$ cat src/rtl/uart_pkg.sv
// Shared UART definitions: FSM state encoding, line levels, oversampling and
// character-size limits, plus small helpers used by the receiver datapath.
package uart_pkg;

    typedef enum logic [1:0] {
        IDLE  = 2'd0,
        START = 2'd1,
        DATA  = 2'd2,
        STOP  = 2'd3
    } uart_state_e;

    localparam logic LINE_IDLE  = 1'b1;
    localparam logic LINE_START = 1'b0;

    localparam int unsigned OVERSAMPLE = 16;
    localparam int unsigned MID_SAMPLE = 7;
    localparam int unsigned CHAR_MIN   = 5;
    localparam int unsigned CHAR_MAX   = 8;
    localparam int unsigned SIZE_W     = 4;

    // Clamp the requested character size into the supported range.
    function automatic logic [SIZE_W-1:0] eff_size(input logic [SIZE_W-1:0] cs);
        if (cs < SIZE_W'(CHAR_MIN)) begin
            return SIZE_W'(CHAR_MIN);
        end else if (cs > SIZE_W'(CHAR_MAX)) begin
            return SIZE_W'(CHAR_MAX);
        end
        return cs;
    endfunction

    // Keep only the low eff bits of a received character.
    function automatic logic [CHAR_MAX-1:0] char_mask(input logic [SIZE_W-1:0] eff);
        logic [CHAR_MAX-1:0] ones;
        ones = '1;
        return ones >> (SIZE_W'(CHAR_MAX) - eff);
    endfunction

endpackage

$ cat src/rtl/uart_rx_sync.sv
// Two-flop synchronizer for the asynchronous serial line plus a falling-edge
// detect on the synchronized value.
module uart_rx_sync
    import uart_pkg::*;
(
    input  logic baud16,
    input  logic rst,
    input  logic rx,
    output logic rxs,
    output logic fall_c
);

    logic meta;
    logic rxs_prev;

    always_ff @(posedge baud16) begin
        if (rst) begin
            meta     <= LINE_IDLE;
            rxs      <= LINE_IDLE;
            rxs_prev <= LINE_IDLE;
        end else begin
            meta     <= rx;
            rxs      <= meta;
            rxs_prev <= rxs;
        end
    end

    // A held-low line never re-triggers: the previous sample must be idle.
    assign fall_c = (rxs_prev == LINE_IDLE) && (rxs == LINE_START);

endmodule

$ cat src/rtl/uart_receiver.sv
// UART receiver: 16x oversampled start/data/stop framing with 5-8 data bits,
// framing-error and overrun reporting, and a read strobe that clears status.
module uart_receiver #(
    parameter int unsigned OVERSAMPLE = uart_pkg::OVERSAMPLE
) (
    input  logic       baud16,
    input  logic       rst,
    input  logic       rx,
    input  logic [3:0] char_size,
    input  logic       re,
    input  logic       rd,
    output logic [7:0] data_out,
    output logic       rx_done,
    output logic       frame_err,
    output logic       overrun,
    output logic       rx_busy
);
    import uart_pkg::*;

    localparam int unsigned CNT_W  = $clog2(OVERSAMPLE);
    localparam int unsigned IDX_W  = $clog2(CHAR_MAX);
    localparam int unsigned DATA_W = CHAR_MAX;

    localparam logic [CNT_W-1:0] CNT_MID  = CNT_W'(MID_SAMPLE);
    localparam logic [CNT_W-1:0] CNT_LAST = CNT_W'(OVERSAMPLE - 1);

    logic rxs;
    logic fall_c;

    uart_state_e        state_q,  state_d;
    logic [CNT_W-1:0]   cnt_q,    cnt_d;
    logic [IDX_W-1:0]   idx_q,    idx_d;
    logic [DATA_W-1:0]  shift_q,  shift_d;
    logic [DATA_W-1:0]  data_d;
    logic               done_d;
    logic               ferr_d;
    logic               ovr_d;
    logic               busy_d;
    logic [SIZE_W-1:0]  eff;
    logic               complete;

    uart_rx_sync u_sync (
        .baud16 (baud16),
        .rst    (rst),
        .rx     (rx),
        .rxs    (rxs),
        .fall_c (fall_c)
    );

    // State, datapath and status registers.
    always_ff @(posedge baud16) begin
        if (rst) begin
            state_q   <= IDLE;
            cnt_q     <= '0;
            idx_q     <= '0;
            shift_q   <= '0;
            data_out  <= '0;
            rx_done   <= 1'b0;
            frame_err <= 1'b0;
            overrun   <= 1'b0;
            rx_busy   <= 1'b0;
        end else begin
            state_q   <= state_d;
            cnt_q     <= cnt_d;
            idx_q     <= idx_d;
            shift_q   <= shift_d;
            data_out  <= data_d;
            rx_done   <= done_d;
            frame_err <= ferr_d;
            overrun   <= ovr_d;
            rx_busy   <= busy_d;
        end
    end

    // Next-state, sampling and status update.
    always_comb begin
        state_d  = state_q;
        cnt_d    = cnt_q;
        idx_d    = idx_q;
        shift_d  = shift_q;
        data_d   = data_out;
        done_d   = rx_done;
        ferr_d   = frame_err;
        ovr_d    = overrun;
        complete = 1'b0;
        eff      = eff_size(char_size);

        case (state_q)
            IDLE: begin
                if (re && fall_c) begin
                    state_d = START;
                    cnt_d   = '0;
                end
            end
            START: begin
                if (!re) begin
                    state_d = IDLE;
                end else if (cnt_q == CNT_MID) begin
                    cnt_d   = '0;
                    idx_d   = '0;
                    state_d = (rxs == LINE_START) ? DATA : IDLE;
                end else begin
                    cnt_d = cnt_q + CNT_W'(1);
                end
            end
            DATA: begin
                if (!re) begin
                    state_d = IDLE;
                end else if (cnt_q == CNT_LAST) begin
                    cnt_d          = '0;
                    shift_d[idx_q] = rxs;
                    idx_d          = idx_q + IDX_W'(1);
                    if (idx_q == IDX_W'(eff - SIZE_W'(1))) begin
                        state_d = STOP;
                    end
                end else begin
                    cnt_d = cnt_q + CNT_W'(1);
                end
            end
            STOP: begin
                if (!re) begin
                    state_d = IDLE;
                end else if (cnt_q == CNT_LAST) begin
                    complete = 1'b1;
                    cnt_d    = '0;
                    state_d  = IDLE;
                end else begin
                    cnt_d = cnt_q + CNT_W'(1);
                end
            end
            default: state_d = IDLE;
        endcase

        // A read on the completion edge frees the buffer for the new character.
        if (complete) begin
            if (!rx_done || rd) begin
                data_d = shift_q & char_mask(eff);
                ferr_d = ~rxs;
                done_d = 1'b1;
                if (rd) begin
                    ovr_d = 1'b0;
                end
            end else begin
                ovr_d = 1'b1;
            end
        end else if (rd) begin
            done_d = 1'b0;
            ovr_d  = 1'b0;
        end

        busy_d = (state_d != IDLE);
    end

endmodule

$ cat config.mk
export PLATFORM = sky130hd
export DESIGN_NAME = uart_receiver
export DESIGN_NICKNAME = d
export VERILOG_FILES = /design/src/rtl/uart_pkg.sv /design/src/rtl/uart_rx_sync.sv /design/src/rtl/uart_receiver.sv
export SDC_FILE = /design/constraint.sdc
export NUM_CORES = 1
export LEC_CHECK = 0
export CORE_MARGIN = 4
export CORE_UTILIZATION = 58
export CTS_CLUSTER_DIAMETER = 200
export DETAILED_ROUTE_END_ITERATION = 8
export GPL_TIMING_DRIVEN = 1
export PLACE_DENSITY = 0.83
export SETUP_SLACK_MARGIN = 0.1
export SYNTH_ARGS = -nofsm -noshare
export SYNTH_HDL_FRONTEND = slang
export SYNTH_SLANG_ARGS = --single-unit
$ cat constraint.sdc
create_clock -name baud16 -period 4.44 [get_ports baud16]
set_clock_uncertainty 0.2 [all_clocks]
set_input_delay 0.888 -clock baud16 [delete_from_list [all_inputs] [get_ports baud16]]
set_output_delay 0.888 -clock baud16 [all_outputs]
set_load 0.03 [all_outputs]
After elaboration in Yosys (flattened, before gate mapping) --
Cells that the tools add are included. W data, S select, Z words.
Cells by class: $lt $le $gt $ge 4, $add $sub $neg 4, mux-type cells 38, eq/ne operators 13, shifts and indexed selects 1, reductions and logical operators 15, multiply operators 0, div/mod/pow operators 0, bitwise logic cells 2
Operators by type and width (number):
- $mux W4 | 8
- $mux W2 | 9
- $mux W1 | 12
- $mux W3 | 4
- $pmux W4 S3 | 1
- $ne A2 B2 Y1 const B | 5
- $and A8 B8 Y8 | 1
- $bwmux W8 | 1
- $pmux W2 S4 | 1
- $shr A8 B4 Y8 const A | 1
- $pmux W3 S2 | 1
- $reduce_and A3 Y1 | 2
- $reduce_bool A2 Y1 | 3
- $reduce_and A5 Y1 | 1
- $add A4 B1 Y4 const B | 1
- $eq A2 B2 Y1 const B | 2
- $eq A4 B3 Y1 const B | 1
- $eq A4 B4 Y1 const B | 1
- $gt A4 B4 Y1 const B | 1
- $lt A3 B4 Y1 const B | 1
- $lt A4 B3 Y1 const B | 1
- $ne A2 B1 Y1 const B | 2
- $reduce_and A2 Y1 | 2
- $sub A4 B4 Y4 const A | 1
- 12 further kinds | 14
Storage, ports and cells: memories 0, output and inout port bits 12, input port bits 9, word-level logic and storage cells 89, memory bits (read-only) 0, memory bits (writable) 0, bits in latches 0, register bits 32

Logic depth before layout (Yosys ltp) --
depth after elaboration 11, gate-level depth with buffers 9, depth with buffers taken out 9

By module --
A second synthesis with hierarchy kept.
Unflattened totals: cell total of the unflattened synthesis 178, area, all modules 1609.0 µm²
By module, submodules not included:
- uart_receiver | cells each 171, instances 1, sequential area each 580.6 µm², area an instance 1524.0 µm²
- uart_rx_sync | cells each 7, instances 1, sequential area each 60.1 µm², area an instance 85.1 µm²

Worst setup path after synthesis --
Ideal clock, no wire load.
path type input -> register, start input port char_size[0], end register state_q[0], cell stages on the path 9, arrival 2.260 ns, slack 1.922 ns, library setup time 0.058 ns, path through and3b_4 -> nor2_1 -> inv_1 -> ha_1 -> inv_1 -> ha_1 -> xor2_1 -> a2111oi_2 -> o21a_1
On the way: word-level cells in the longest chain between the ends 10
RTL lines:
- start: declaration | RTL line uart_receiver.sv:9 | input logic [3:0] char_size,
- $gt A4 B4 Y1 | RTL line uart_pkg.sv:25 | end else if (cs > SIZE_W'(CHAR_MAX)) begin
- $mux W1 | RTL line uart_pkg.sv:25
- $mux W1 | RTL line uart_pkg.sv:23 | if (cs < SIZE_W'(CHAR_MIN)) begin
- $mux W4 (*) | RTL line uart_pkg.sv:28 | return cs;
- $sub A3 B1 Y3 (*) | RTL line uart_receiver.sv:113 | if (idx_q == IDX_W'(eff - SIZE_W'(1))) begin
- $eq A3 B3 Y1 (*) | RTL line uart_receiver.sv:113
- $mux W2 (*) | RTL line uart_receiver.sv:113
- $mux W2 (*) | RTL line uart_receiver.sv:109 | end else if (cnt_q == CNT_LAST) begin
- $mux W2 (*) | RTL line uart_receiver.sv:107 | if (!re) begin
- $pmux W2 S4 (*) | RTL line uart_receiver.sv:88 | case (state_q)
- end signal: assignment | RTL line uart_receiver.sv:63 | state_q <= state_d;
- end: declaration | RTL line uart_receiver.sv:30 | uart_state_e state_q, state_d;
Every way passes the cells marked *; elsewhere a longest branch is shown, timed or not. A chain may end at the register's enable or synchronous reset.

Worst setup path in the final report --
Ends and elaborated chain as after synthesis.

==> run summary <==
final setup violation count - 0
final core utilization - 71.6%
ratio of routed vias to standard cells - 5.78
fmax - 0.362 GHz
Final Cell Area - 1820 sq um
Initial DRT Pass Iterations - 4
antenna viol nets, final - 0
status - completed
area of placed instances - 1740 sq um
Placed Cells incl. Taps - 214
met3 capacity usage during global routing - 7.02%
CP startpoint - char_size[0]
ys async rst share - 0%
Worst Hold Class - reg2reg
Clock power frac - 40.3%
final hold vios - 0
required arrival time at the worst endpoint - 4.52 ns
grt ovf - 0
part of the power in registers - 53.6%
number of global-route vias before repair - 1,285
most used flip-flop cell after synthesis - sky130_fd_sc_hd__dfxtp_1
Critical Path Sink - state_q[0]
Slew Limit Headroom - 30.9%
via count - 1,283
layout-stage area growth over the synthesis result - 14.7%
number of H-tree levels - 2
end of the worst register-to-register path - state_q[0]
number of clock sinks - 32
post-CTS sizing - 0
Static Leak - 0.708 nW
largest fanout on the critical path - 6
number of placement rows - 18
number of enable-type register cells in the synthesized netlist - 0
Worst-Margin Slew - 1.03 ns
Reg2Reg Launch Point - cnt_q[0]
global-route wire length before repair - 5310 um
relative contribution of combinational cells to total power - 6.1%
filler cell count - 188
maximum number of pins on one net before global-route repair - 32
portion of the post-synthesis area used by sequential elements - 40.3%
ports placed on the boundary - 21
portion of the clock cycle consumed by the worst path in the final layout - 62.2%
overall die height - 60.3 um
Clk pin slew, worst setup/hold paths - 0.10 ns
GRT met1 Usage - 24.1%
CTS max path bufs - 2
setup repair after global routing missed its margin - no
global routing met2 resource utilization - 30.6%
post-CTS repair timing setup buffer count - 0
initial antenna violation count - 0
Top Usage Layer GRT - met2
number of library cell types mapped by synthesis - 41
GPL Wtd Cong - 0.852
syn avg cell area - 8.93 sq um
most frequent cell after synthesis - sky130_fd_sc_hd__dfxtp_1
PwrDens - 298 nW/um^2
YS warnings - 0
Worst R2R Setup Slack - 2.46 ns
Antenna Diode Count - 0
min Tclk post-route - 2.76 ns
Total Wirelength - 3100 um
longest individual stage delay on the worst path - 0.46 ns
post-synth net total - 193
net switching power of the design - 121 uW
internal power contribution - 422 uW
fraction of power spent switching nets - 22.3%
total of buffers placed on input and output ports - 20
Post-route DRC - 0
clock latency at the later pin of the worst-skew pair - 0.33 ns
number of register bits inferred by synthesis - 32
Final Net Count - 206
total core area - 2540 sq um
drt first-iter violations - 54
Horiz. Die Dim - 60.3 um
Worst EP arrival - 2.84 ns
max_cap viols - 0
fraction of final layout cells with drive strength greater than 1 - 8.85%
cts-stage hold buffer count - 0
nature of the critical path startpoint - input pin
launch point of the worst hold path - u_sync.meta
initial standard-cell utilization of the core - 62.4%
number of cells on the worst reg-to-reg path - 5
number of clock buffers inserted by TritonCTS - 5
CP endpoint kind - flip-flop
Post-synth top cells - sky130_fd_sc_hd__dfxtp_1 (32), sky130_fd_sc_hd__nor2_1 (16), sky130_fd_sc_hd__a21oi_1 (15)
Critical Setup Path Class - in2reg
area of the die - 3640 sq um
most area-consuming cells after synthesis - sky130_fd_sc_hd__dfxtp_1 (40%), sky130_fd_sc_hd__mux2i_1 (5.7%), sky130_fd_sc_hd__a21oi_1 (4.7%)
post-synthesis cell type with the largest combined area - sky130_fd_sc_hd__dfxtp_1
GRT Overall Usage - 19.4%
cell with the biggest individual delay on the critical path - sky130_fd_sc_hd__clkdlybuf4s50_1
Routed wire per std cell - 13.9 um
summed instance area of the synthesized netlist - 1590 sq um
cell chain of the critical path - clkdlybuf4s50_1 > and3b_4 > nor2_1 > inv_1 > ha_1 > inv_1 > ha_1 > xor2_1 > a2111oi_2 > o21a_1
max-slew violation count - 0
Max VDD drop - 0.000328 V
fraction of post-synthesis cell area in the top cell type by area - 40.3%
TritonCTS clock tree - built
Detailed Place HPWL - 2190 um
clock tree root driver cell - sky130_fd_sc_hd__clkbuf_4
gate count after technology mapping - 178
TNS Setup - 0 ns
number of standard cells in the layout, taps in and fillers out - 222
[cell families after synthesis]
| family | share of synthesized area [%] |
|---|---|
| adders and majority gates | 4.72 |
| xor gates and xnor gates | 2.21 |
| buffers and inverters | 6.22 |
| and+or+nand+nor | 26.5 |
| DFF | 40.3 |
| muxes | 5.67 |
| AOI/OAI and AO/OA | 14.3 |
[cell usage in the layout (no fill, tap or decap), drive strengths merged, types with 2 or more instances in the layout]
master	count
nand4b	4
mux2i	9
dfxtp	32
ha	6
nand2b	3
and3b	3
a21o	2
o211ai	3
nand3b	3
nor2b	3
a211oi	2
and2	2
a31oi	4
o21ai	4
nand2	15
nand3	5
and3	5
xnor2	2
or2	3
nor2	16
nand4	7
a21oi	15
clkbuf	5
clkdlybuf4s50	20
inv	4
xor2	2
or3	2
[critical path: cells and delay by family]
kind,cells,cell delay (ns)
and+or+nand+nor,2,0.33
adders and majority gates,2,0.51
xor gates and xnor gates,1,0.18
buffers and inverters,3,0.59
AOI/OAI and AO/OA,2,0.35
[metrics by stage]
step	setup slack (ns)	total power [mW]	hold WS, ns
5_1_grt	1.55	0.566	0.229
2_1_floorplan	1.92	0.318	0.189
3_3_place_gp	1.43	0.329	0.193
3_5_place_dp	1.32	0.330	0.199
6_report	1.68	0.543	0.219
4_1_cts	1.67	0.550	0.222
[layout make-up]
| type | instances | area (sq um) | share of cell area [%] |
|---|---|---|---|
| clock buffers | 5 | 37.5 | 2.06 |
| well taps | 30 | 37.5 | 2.06 |
| repair buffers | 20 | 200 | 11.0 |
| inverters | 4 | 15.0 | 0.824 |
| multi-input cells | 128 | 850 | 46.6 |
| clock inverters | 3 | 42.5 | 2.33 |
| flip-flops and latches | 32 | 641 | 35.1 |
[registers in the layout, summed over array words and instances, names as in the netlist]
name,count
overrun,1
idx_q,3
frame_err,1
rx_busy,1
u_sync.rxs,1
data_out,8
cnt_q,4
u_sync.rxs_prev,1
state_q,2
rx_done,1
u_sync.meta,1
shift_q,8
[power groups by stage]
stage	Sequential (mW)	Combinational [mW]	Clock, mW
after detailed placement	0.298	0.0328	0
after global placement	0.298	0.0315	0
after floorplan	0.297	0.0219	0
final	0.291	0.0331	0.219
after CTS	0.291	0.0330	0.225
after global routing	0.292	0.0365	0.238
[routing by layer]
metal | wire, um | part of all wire, % | up-vias
li1 | - | - | 658
met1 | 1420 | 46 | 584
met2 | 1460 | 47 | 39
met3 | 196 | 6.3 | 2
met4 | 15 | 0.48 | 0
met5 | 0 | 0 | -
[how the worst min path moves through the flow]
| stage | endpoint | slack [ns] | cells past startpoint |
|---|---|---|---|
| floorplan | u_sync.rxs | 0.19 | 1 |
| global placement | u_sync.rxs | 0.19 | 1 |
| detailed placement | u_sync.rxs | 0.20 | 1 |
| CTS | u_sync.rxs | 0.22 | 1 |
| global route | u_sync.rxs | 0.23 | 1 |
| finish | u_sync.rxs | 0.22 | 1 |
(Power assumes the default switching activity.)
